$ cat config.mk
export PLATFORM = sky130hd
export DESIGN_NAME = count_arbiter
export DESIGN_NICKNAME = d
export VERILOG_FILES = /design/src/rtl/count_arbiter.sv
export SDC_FILE = /design/constraint.sdc
export NUM_CORES = 1
export LEC_CHECK = 0
export ABC_CLOCK_PERIOD_IN_PS = 3900
export CAP_MARGIN = 20
export CORE_ASPECT_RATIO = 0.7
export CORE_UTILIZATION = 49
export CTS_CLUSTER_SIZE = 16
export DETAILED_ROUTE_END_ITERATION = 10
export GPL_ROUTABILITY_DRIVEN = 1
export HOLD_SLACK_MARGIN = 0.12
export PLACE_DENSITY = 0.88
export SYNTH_ARGS = -nofsm -noshare
export SYNTH_HDL_FRONTEND = slang
export SYNTH_SLANG_ARGS = --single-unit
export TNS_END_PERCENT = 100
$ cat constraint.sdc
create_clock -name CLK -period 3.9 [get_ports CLK]
set_input_delay 0.78 -clock CLK [delete_from_list [all_inputs] [get_ports CLK]]
set_output_delay 0.78 -clock CLK [all_outputs]
set_load 0.05 [all_outputs]
$ cat src/rtl/count_arbiter.sv
// count_arbiter: round-robin owner selection for one shared up-counter.
// A granted requester gets a count run 0..Limit (latched at the grant),
// followed by a one-cycle Done pulse to that requester.
// Optional build macro COUNT_ARB_ABORT_EN: an owner dropping its Req during
// RUN ends the run early, with no Done pulse.
module count_arbiter #(
    parameter int N_REQ = 4,
    parameter int WIDTH = 4
) (
    input  logic                   CLK,
    input  logic                   Reset,
    input  logic [N_REQ-1:0]       Req,
    input  logic [N_REQ*WIDTH-1:0] Limit,
    output logic [N_REQ-1:0]       Grant,
    output logic                   Busy,
    output logic [N_REQ-1:0]       Done,
    output logic [WIDTH-1:0]       Number
);

    localparam int IW = $clog2(N_REQ);

    typedef enum logic [1:0] {IDLE, RUN, DONE} state_t;

    state_t             state, state_n;
    logic [IW-1:0]      ptr, ptr_n;
    logic [IW-1:0]      owner, owner_n;
    logic [WIDTH-1:0]   lim, lim_n;
    logic [WIDTH-1:0]   number_n;
    logic [N_REQ-1:0]   grant_n, done_n;
    logic               busy_n;
    logic [IW-1:0]      win;
    logic               found;
    logic [WIDTH-1:0]   lim_arr [N_REQ];

    // Unpack the per-requester terminal values.
    for (genvar g = 0; g < N_REQ; g++) begin : g_lim
        assign lim_arr[g] = Limit[g*WIDTH +: WIDTH];
    end

    // Round-robin search: first requester after the pointer, wrapping.
    always_comb begin
        logic [IW:0] sum;
        win   = ptr;
        found = 1'b0;
        sum   = '0;
        for (int k = 1; k <= N_REQ; k++) begin
            sum = {1'b0, ptr} + (IW+1)'(k);
            if (sum >= (IW+1)'(N_REQ))
                sum = sum - (IW+1)'(N_REQ);
            if (!found && Req[sum[IW-1:0]]) begin
                found = 1'b1;
                win   = sum[IW-1:0];
            end
        end
    end

    // Next-state and next-output logic; every output is registered below.
    always_comb begin
        state_n  = state;
        ptr_n    = ptr;
        owner_n  = owner;
        lim_n    = lim;
        number_n = Number;
        grant_n  = '0;
        done_n   = '0;
        busy_n   = 1'b0;
        case (state)
            IDLE: begin
                if (found) begin
                    owner_n  = win;
                    lim_n    = lim_arr[win];
                    grant_n  = N_REQ'(1) << win;
                    number_n = '0;
                    busy_n   = 1'b1;
                    state_n  = RUN;
                end
            end
            RUN: begin
                busy_n  = 1'b1;
                grant_n = Grant;
`ifdef COUNT_ARB_ABORT_EN
                if (!Req[owner]) begin
                    // Owner withdrew: drop the run, keep the partial count.
                    state_n = IDLE;
                    busy_n  = 1'b0;
                    grant_n = '0;
                    ptr_n   = owner;
                end else
`endif
                if (Number == lim) begin
                    state_n = DONE;
                    grant_n = '0;
                    done_n  = N_REQ'(1) << owner;
                end else begin
                    number_n = Number + WIDTH'(1);
                end
            end
            DONE: begin
                // Busy falls and Done clears on the way back to IDLE.
                ptr_n   = owner;
                state_n = IDLE;
            end
            default: state_n = IDLE;
        endcase
    end

    // State and output registers with synchronous reset.
    always_ff @(posedge CLK) begin
        if (Reset) begin
            state  <= IDLE;
            ptr    <= IW'(N_REQ-1);
            owner  <= '0;
            lim    <= '0;
            Grant  <= '0;
            Busy   <= 1'b0;
            Done   <= '0;
            Number <= '0;
        end else begin
            state  <= state_n;
            ptr    <= ptr_n;
            owner  <= owner_n;
            lim    <= lim_n;
            Grant  <= grant_n;
            Busy   <= busy_n;
            Done   <= done_n;
            Number <= number_n;
        end
    end

endmodule

==> impl_results.md, run 1 <==
- Status: finished clean
- CTS Hold Bufs: 0
- Tot GR Track Use: 0.223
- Post-synthesis register bit count: 23
- Vias in the first global route: 907
- Post-CTS resize count: 0
- Gr ovfl total: 0
- Synth top area share: 0.400
- I/O pins: 35
- Via count: 1,006
- Pre-CTS setup slack: 1.27 ns
- Starting density of the core: 0.525
- CTS Buf Count: 3
- Final Net Count: 179
- Pwr dens: 618 nW/um^2
- Largest net degree at the start of global routing: 24
- Mapped Area: 1150 um^2
- Area grow syn2layout: 32.9%
- Mean Syn Cell Area: 9.43 um^2
- Final hold viol count: 0
- Global-route wire length before repair: 4150 um
- # H-tree levels: 1
- CTS clk-pin slew, worst paths: 0.13 ns
- Share of cells above drive strength 1: 0.0968
- CTS tree: done
- Clk root buf: clkbuf_4
- Die area: 2550 um^2
- Die Width: 59.9 um
- Remaining antenna violation count: 0
- Final min period: 2.40 ns
- Crit path DAT: 1.62 ns
- Commonest non-fill, non-tap cell in the layout: clkdlybuf4s50_1
- Max Cap Viol: 0
- Synth cell types: 38
- Clock skew: 0.00686 ns
- Wire length per cell: 13.9 um
- Crit-path max cell delay: 0.85 ns
- CTS sink cnt: 23
- Top cells by area, synth: dfxtp_1 40%, mux2i_1 7.8%, nor2_1 4.9%
- Clk buf depth: 2
- DRT Pass-1 Iters: 4
- Final WL: 2610 um
- Sequential share of the synthesized area: 0.400
- CP top delay family: buffers and inverters
- Final setup viols: 0
- DRC viols: 0
- Maximum clock frequency: 0.416 GHz
- Slew HR: 0.481
- Post-CTS Setup Inserts: 0
- Antenna cells: 0
- Die height: 42.5 um
- Worst setup margin: 1.50 ns
- Worst path bufs/invs: 1
- Gate Count Post-Synth: 122
- Via density: 5.38
- Row count: 14
- CP Class: flop to output port
- Crit-path max FO: 6
- Worst setup EP type: output port
- Max Slew Vio Count: 0
- PortBufs: 34
- Synth warnings: 0
- VDD IR max: 394 uV
- Critical Path RT: 3.12 ns
- Cell Chain, Critical Path: clkdlybuf4s50_1
- Crit-path slowest cell: clkdlybuf4s50_1
- Synth Net Count: 145
- GP Congestion: 0.827
- Total power: 0.000945 W
- Commonest cells after routing, fill and taps aside: 34 x clkdlybuf4s50_1, 23 x dfxtp_1, 15 x nor2_1
- Setup TNS: 0 ns
- Hold_ws: 0.483 ns
- Initial DRC count: 39
- Worst Tran Pin Value: 0.776 ns
- Core area: 2190 um^2
- P_leak: 0.619 nW
- HPWL Detailed: 2020 um
- Worst min path class: flop to flop
- Post-synth top area cell: dfxtp_1
- RSZ-0062 raised after global routing: no
- Post-route clock period utilization: 0.616
- Clk_lat worst skew: 0.32 ns
- Initial antenna violation count: 0
- Fillers: 180
- CP startpoint kind: flop
-- metal layers --
metal	vias up	wire, um	track usage
met1	470	1230	0.319
met5	-	0	0
met4	0	34	0.0558
li1	501	-	-
met2	29	1220	0.331
met3	6	122	0.0586
-- Yosys cell counts, drive strengths merged --
library cell and instances:
dfxtp 23, a22oi 3, nand3 6, inv 5, and3 1, and3b 1, and2 1, o21bai 2
a211oi 3, a21o 2, nor4 2, a21oi 5, mux2i 9, xnor2 2, clkbuf 2, ha 1
nor3 5, buf 2, dlygate4sd1 1, o221ai 4, nor3b 2, xor2 4, o221a 1, a31oi 1
nand3b 5, nand2b 4, nand2 5, nor2b 1, nor2 15, mux2 2, or3 2
-- logic make-up after synthesis --
family	Yosys count	synth area share
buffers and inverters	10	0.0424
DFF	23	0.400
adders and majority gates	1	0.0109
and+or+nand+nor	50	0.250
AOI/OAI and AO/OA	21	0.152
xor gates and xnor gates	6	0.0457
muxes	11	0.0979
-- sequential cells by signal (all words and copies together), names as in the netlist --
name    cells
Busy        1
Done        4
Grant       4
Number      4
lim         4
owner       2
ptr         2
state       2
-- worst min-delay path: cells and delay by family (launching register included) --
family | cells | cell delay, ns
AOI/OAI and AO/OA | 1 | 0.06
DFF | 1 | 0.33
and+or+nand+nor | 1 | 0.05
-- where the power goes --
part / switching (W) / internal (W)
clock network: 0.0000735 / 0.0000385
registers: 0.0000655 / 0.000297
logic: 0.000279 / 0.000191
-- layout make-up --
class | instances | area (um^2) | share of cell area
well taps | 32 | 40.0 | 0.0262
multi-input cells | 89 | 641 | 0.419
clock inverters | 1 | 5.00 | 0.00328
inverters | 5 | 18.8 | 0.0123
repair buffers | 34 | 340 | 0.223
clock buffers | 3 | 22.5 | 0.0147
flip-flops and latches | 23 | 460 | 0.301
-- path summary, 6_finish.rpt --
| path | startpoint | endpoint | slack [ns] | depth (start not counted) |
|---|---|---|---|---|
| hold / removal | Grant[1] | Grant[1] | 0.48 | 2 |
| hold reg to reg | Grant[1] | Grant[1] | 0.48 | 2 |
| setup reg to reg | ptr[1] | lim[2] | 2.08 | 5 |
| setup / recovery | Number[0] | Number[0] | 1.50 | 1 |
-- stage by stage --
step	util	instances	area [um^2]
2_1_floorplan	-	122	1150
3_3_place_gp	0.685	183	1500
3_5_place_dp	0.685	183	1500
4_1_cts	0.698	187	1530
5_1_grt	0.698	187	1530
6_report	0.698	187	1530
Power figures use the tool's default switching activity.
==> inputs of run 2 (changes only) <==
--- a/config.mk
+++ b/config.mk
@@ -5,15 +5,15 @@
 export SDC_FILE = /design/constraint.sdc
 export NUM_CORES = 1
 export LEC_CHECK = 0
-export ABC_CLOCK_PERIOD_IN_PS = 3900
+export ABC_CLOCK_PERIOD_IN_PS = 2150
 export CAP_MARGIN = 20
 export CORE_ASPECT_RATIO = 0.7
-export CORE_UTILIZATION = 49
+export CORE_UTILIZATION = 41
 export CTS_CLUSTER_SIZE = 16
 export DETAILED_ROUTE_END_ITERATION = 10
 export GPL_ROUTABILITY_DRIVEN = 1
 export HOLD_SLACK_MARGIN = 0.12
-export PLACE_DENSITY = 0.88
+export PLACE_DENSITY = 0.79
 export SYNTH_ARGS = -nofsm -noshare
 export SYNTH_HDL_FRONTEND = slang
 export SYNTH_SLANG_ARGS = --single-unit
==> constraint.sdc (replaced) <==
create_clock -name CLK -period 2.15 [get_ports CLK]
set_input_delay 0.43 -clock CLK [delete_from_list [all_inputs] [get_ports CLK]]
set_output_delay 0.43 -clock CLK [all_outputs]
set_load 0.05 [all_outputs]
==> run 2 against run 1 <==
  * Critical path depth stayed put
  * Wire length is 4.6% higher
  * Worst hold slack worse by 0.022 ns
  * Power is 96% higher
  * Register-to-register slack worse by 1.7 ns
  * Cell count is 4.3% higher
  * Critical endpoint unchanged
  * Clock skew is 0.0041 ns lower
  * Sequential power is 84% higher
  * Die area is 19% higher
  * Cell area is 4.3% higher
  * Core utilization is 7.3 points lower
  * Clock power is 140% higher
==> impl_results.md, run 2 (synthesis gave the netlist of run 1 again) <==
- Clock skew: 0.00280 ns (-0.00406 ns)
- RSZ-0062 raised after global routing: no
- Initial DRC count: 20 (-49%)
- Starting density of the core: 0.450 (-0.0747)
- Die Width: 65.3 um (+9.0%)
- Crit-path max FO: 6 (unchanged)
- Crit path DAT: 1.58 ns (-0.04 ns)
- Tot GR Track Use: 0.209 (-0.0144)
- P_leak: 0.656 nW (+5.9%)
- Startpoint of the worst register-to-register path: Number[0]
- Post-route clock period utilization: 0.935
- Area of the multi-input gates: 641 um^2 (unchanged)
- Worst Tran Pin Value: 0.503 ns (-0.273 ns)
- Via count: 1,027 (+2.1%)
- Worst path bufs/invs: 1 (unchanged)
- Global-route wire length before repair: 4560 um (+10%)
- Max Cap Viol: 0 (unchanged)
- Remaining antenna violation count: 0 (unchanged)
- Min-delay src: Grant[1]
- Wire length per cell: 14.0 um (+0.31%)
- Final setup viols: 0 (unchanged)
- Final min period: 2.01 ns
- CP Class: flop to output port
- DRT Pass-1 Iters: 4 (unchanged)
- Met2 GRT Util: 0.357 (+0.0256)
- Core area: 2550 um^2 (+17%)
- Share of cells above drive strength 1: 0.130 (+0.0337)
- Final WL: 2730 um (+4.6%)
- CTS sink cnt: 23 (unchanged)
- DRC viols: 0 (unchanged)
- Slew HR: 0.664 (+0.183)
- Crit-path max cell delay: 0.85 ns (about the same)
- Hold Path End: Grant[1]
- CP top delay family: buffers and inverters
- Post-CTS resize count: 0 (unchanged)
- Die height: 46.3 um (+8.9%)
- Commonest non-fill, non-tap cell in the layout: clkdlybuf4s50_1
- Commonest cells after routing, fill and taps aside: 34 x clkdlybuf4s50_1, 23 x dfxtp_1, 15 x nor2_1
- CTS Buf Count: 3 (unchanged)
- Final Net Count: 185 (+3.4%)
- Clk buf depth: 2 (unchanged)
- Clk_lat worst skew: 0.27 ns (-0.05 ns)
- Worst setup EP type: output port
- Pwr dens: 1160 nW/um^2 (+88%)
- Setup TNS: 0 ns (unchanged)
- Vias in the first global route: 960 (+5.8%)
- GP Congestion: 0.750 (-9.4%)
- Gr ovfl total: 0 (unchanged)
- Top Usage Layer GRT: met2
- Fillers: 232 (+29%)
- Status: finished clean
- # H-tree levels: 1 (unchanged)
- Post-CTS Setup Inserts: 0 (unchanged)
- Maximum clock frequency: 0.498 GHz
- CTS clk-pin slew, worst paths: 0.08 ns (-0.05 ns)
- Row count: 15 (+1)
- Reg2Reg Setup Slack: 0.43 ns (-1.65 ns)
- Initial antenna violation count: 0 (unchanged)
- Die area: 3020 um^2 (+19%)
- Clk root buf: clkbuf_8
- CP startpoint kind: flop
- Max Slew Vio Count: 0 (unchanged)
- Worst hold stages: 2 (unchanged)
- Register area: 460 um^2 (unchanged)
- R2R depth: 4 (-1)
- Crit-path slowest cell: clkdlybuf4s50_1
- M1 GR Usage: 0.249 (-0.0694)
- Largest net degree at the start of global routing: 14 (-42%)
- Hold_ws: 0.460 ns (-0.0221 ns)
- Antenna cells: 0 (unchanged)
- Worst reg2reg endpoint: Done[0]
- HPWL Detailed: 2110 um (+4.7%)
- Met3 usage: 0.0668 (+0.00819)
- Cell Chain, Critical Path: clkdlybuf4s50_1
- Area grow syn2layout: 38.6%
- CTS tree: done
- CTS Hold Bufs: 0 (unchanged)
- VDD IR max: 596 uV (+51%)
- PortBufs: 34 (unchanged)
- I/O pins: 35 (unchanged)
- Via density: 5.27 (-2.1%)
- Worst min path class: flop to flop
- Critical Path RT: 1.72 ns (-1.40 ns)
- Final hold viol count: 0 (unchanged)
==> run 2: changes by cell type in the layout (fill, tap and decap cells not counted), sizes merged <==
cell / previous run / this run
buf: 0 / 6
==> run 2: worst max-delay path by stage <==
stage / startpoint / endpoint / depth (start not counted)
2_1_floorplan: Number[1] / Done[0] / 4
3_3_place_gp: Req[3] / lim[3] / 5
3_5_place_dp: Req[0] / lim[2] / 6
4_1_cts: Number[0] / Number[0] / 1
5_1_grt: Number[0] / Number[0] / 1
6_report: Number[0] / Number[0] / 1
==> run 2: metrics by stage <==
step | area (um^2) | setup slack, ns | total power [W] | utilization | cells
after floorplan | 1150 | 0.376 | 0.00128 | - | 122
after global placement | 1550 | 0.0266 | 0.00153 | 0.606 | 191
after detailed placement | 1550 | 0.0123 | 0.00157 | 0.606 | 191
after CTS | 1590 | 0.113 | 0.00185 | 0.625 | 195
after global routing | 1590 | 0.0610 | 0.00197 | 0.625 | 195
final | 1590 | 0.140 | 0.00185 | 0.625 | 195
==> run 2: area by class of cell <==
class                      count  share of cell area
clock buffer                   3              0.0259
clock inverter                 1             0.00314
inverter                       5              0.0118
multi-input combinational     89               0.402
sequential                    23               0.289
tap                           34              0.0267
timing repair buffer          40               0.242
==> run 2: power by group <==
group	internal, W	total (W)	switching (W)
logic	0.000387	0.000906	0.000519
registers	0.000540	0.000669	0.000129
clock network	0.000130	0.000273	0.000143
==> run 2: metal layers <==
metal  share of wire  up-vias
met2            0.49       29
met1            0.44      474
met3           0.054        6
met5               0        -
li1                -      518
met4           0.015        0
==> inputs of run 3 (changes only) <==
--- a/config.mk
+++ b/config.mk
@@ -7,7 +7,6 @@
 export LEC_CHECK = 0
 export ABC_CLOCK_PERIOD_IN_PS = 2150
 export CAP_MARGIN = 20
-export CORE_ASPECT_RATIO = 0.7
 export CORE_UTILIZATION = 41
 export CTS_CLUSTER_SIZE = 16
 export DETAILED_ROUTE_END_ITERATION = 10
==> run 3 against run 2 <==
  * Global-route usage down 1.7 points
  * Combinational power up 0.4%
  * Worst setup slack got worse by 0.033 ns
  * Clock skew rose by 0.0040 ns
  * Worst hold slack improved by 0.027 ns
  * Maximum frequency decreased by 1.6%
  * Largest power group unchanged
==> impl_results.md, run 3 (synthesis gave the netlist of run 1 again) <==
- Crit-path slowest cell: clkdlybuf4s50_1
- # H-tree levels: 1 (unchanged)
- HPWL Detailed: 2040 um (-3.3%)
- Worst Tran Pin Value: 0.503 ns (+0.000126 ns)
- Final Net Count: 185 (unchanged)
- Wire length per cell: 13.7 um (-1.8%)
- Worst path bufs/invs: 1 (unchanged)
- Worst setup EP type: output port
- Tot GR Track Use: 0.192 (-0.0170)
- CP startpoint kind: flop
- CTS Hold Bufs: 0 (unchanged)
- Max Cap Viol: 0 (unchanged)
- Final min period: 2.04 ns (+0.0335 ns)
- Final WL: 2620 um (-3.8%)
- Worst min path class: flop to flop
- Maximum clock frequency: 0.489 GHz (-1.6%)
- Share of cells above drive strength 1: 0.130 (unchanged)
- CP top delay family: buffers and inverters
- Initial antenna violation count: 0 (unchanged)
- Register area: 460 um^2 (unchanged)
- DRC viols: 0 (unchanged)
- Critical Path RT: 1.72 ns (about the same)
- Die Width: 55.0 um (-16%)
- Commonest non-fill, non-tap cell in the layout: clkdlybuf4s50_1
- Min-delay src: Grant[3]
- I/O pins: 35 (unchanged)
- Largest net degree at the start of global routing: 14 (unchanged)
- Remaining antenna violation count: 0 (unchanged)
- Area of the multi-input gates: 641 um^2 (unchanged)
- Placed instance area: 1560 um^2 (+0.49%)
- CTS tree: done
- Via density: 5.52 (+4.8%)
- Vias in the first global route: 923 (-3.9%)
- Row count: 18 (+3)
- GP Congestion: 0.788 (+5.1%)
- Final Util: 0.616 (-0.00804)
- Post-CTS Setup Inserts: 0 (unchanged)
- Commonest cells after routing, fill and taps aside: 34 x clkdlybuf4s50_1, 23 x dfxtp_1, 15 x nor2_1
- Core area: 2570 um^2 (+0.59%)
- Crit-path max FO: 6 (unchanged)
- Worst setup margin: 0.107 ns (-0.0335 ns)
- RSZ-0062 raised after global routing: no
- Clk buf depth: 2 (unchanged)
- Pre-CTS setup slack: -0.0185 ns (-0.0309 ns)
- Crit-path max cell delay: 0.84 ns (about the same)
- Crit path DAT: 1.61 ns (+0.03 ns)
- Via count: 1,054 (+2.6%)
- Hold_ws: 0.488 ns (+0.0274 ns)
- Clk_lat worst skew: 0.31 ns (+0.04 ns)
- CTS sink cnt: 23 (unchanged)
- DRT Pass-1 Iters: 4 (unchanged)
- Cell Chain, Critical Path: clkdlybuf4s50_1
- Pwr dens: 1120 nW/um^2 (-3.7%)
- VDD IR max: 738 uV (+24%)
- CP Class: flop to output port
- Final hold viol count: 0 (unchanged)
- Post-route clock period utilization: 0.950 (+0.0156)
- Clk root buf: clkbuf_4
- PortBufs: 34 (unchanged)
- Clock skew: 0.00675 ns (+0.00395 ns)
- Startpoint of the worst register-to-register path: ptr[1]
- Final setup viols: 0 (unchanged)
- Fin area: 1580 um^2 (-0.71%)
- Setup TNS: 0 ns (unchanged)
- Die area: 3020 um^2 (-0.11%)
- Post-CTS resize count: 0 (unchanged)
- Initial DRC count: 18 (-10%)
- Area grow syn2layout: 37.6%
- Status: finished clean
- Slew HR: 0.664 (about the same)
- Fillers: 224 (-3.4%)
- CTS clk-pin slew, worst paths: 0.13 ns (+0.05 ns)
- Antenna cells: 0 (unchanged)
- P_leak: 0.653 nW (-0.45%)
- CTS Buf Count: 3 (unchanged)
- Starting density of the core: 0.448 (-0.00263)
- Setup crit start: Number[0]
- Max Slew Vio Count: 0 (unchanged)
- Gr ovfl total: 0 (unchanged)
- Die height: 55.0 um (+19%)
- Global-route wire length before repair: 3980 um (-13%)
run 3: area by class of cell:
cell class | count | area share
multi-input cells | 89 | 0.405
flip-flops and latches | 23 | 0.291
repair buffers | 40 | 0.251
well taps | 30 | 0.0237
clock buffers | 3 | 0.0142
inverters | 5 | 0.0119
clock inverters | 1 | 0.00316
run 3: per-stage QoR:
| stage | std cells | power (W) |
|---|---|---|
| 3_5_place_dp | 187 | 0.00157 |
| 3_3_place_gp | 187 | 0.00154 |
| 4_1_cts | 191 | 0.00177 |
| 2_1_floorplan | 122 | 0.00128 |
| 5_1_grt | 191 | 0.00188 |
| 6_report | 191 | 0.00177 |
run 3: layer usage:
layer / part of all wire / global-route usage
met5: 0 / 0
met2: 0.52 / 0.331
met4: 0.025 / 0.0917
met1: 0.42 / 0.213
met3: 0.040 / 0.0574
run 3: where the power goes:
| part | switching [W] | total [W] | internal, W |
|---|---|---|---|
| logic | 0.000514 | 0.000910 | 0.000396 |
| clock network | 0.000130 | 0.000200 | 0.0000696 |
| registers | 0.000117 | 0.000657 | 0.000540 |
| total | 0.000762 | 0.00177 | 0.00101 |
run 3: path summary, 6_finish.rpt:
| kind | to | slack [ns] | cells after the start |
|---|---|---|---|
| max reg2reg | lim[2] | 0.45 | 6 |
| max | Number[0] | 0.11 | 1 |
| min | Grant[3] | 0.49 | 2 |
| min reg2reg | Grant[3] | 0.49 | 2 |
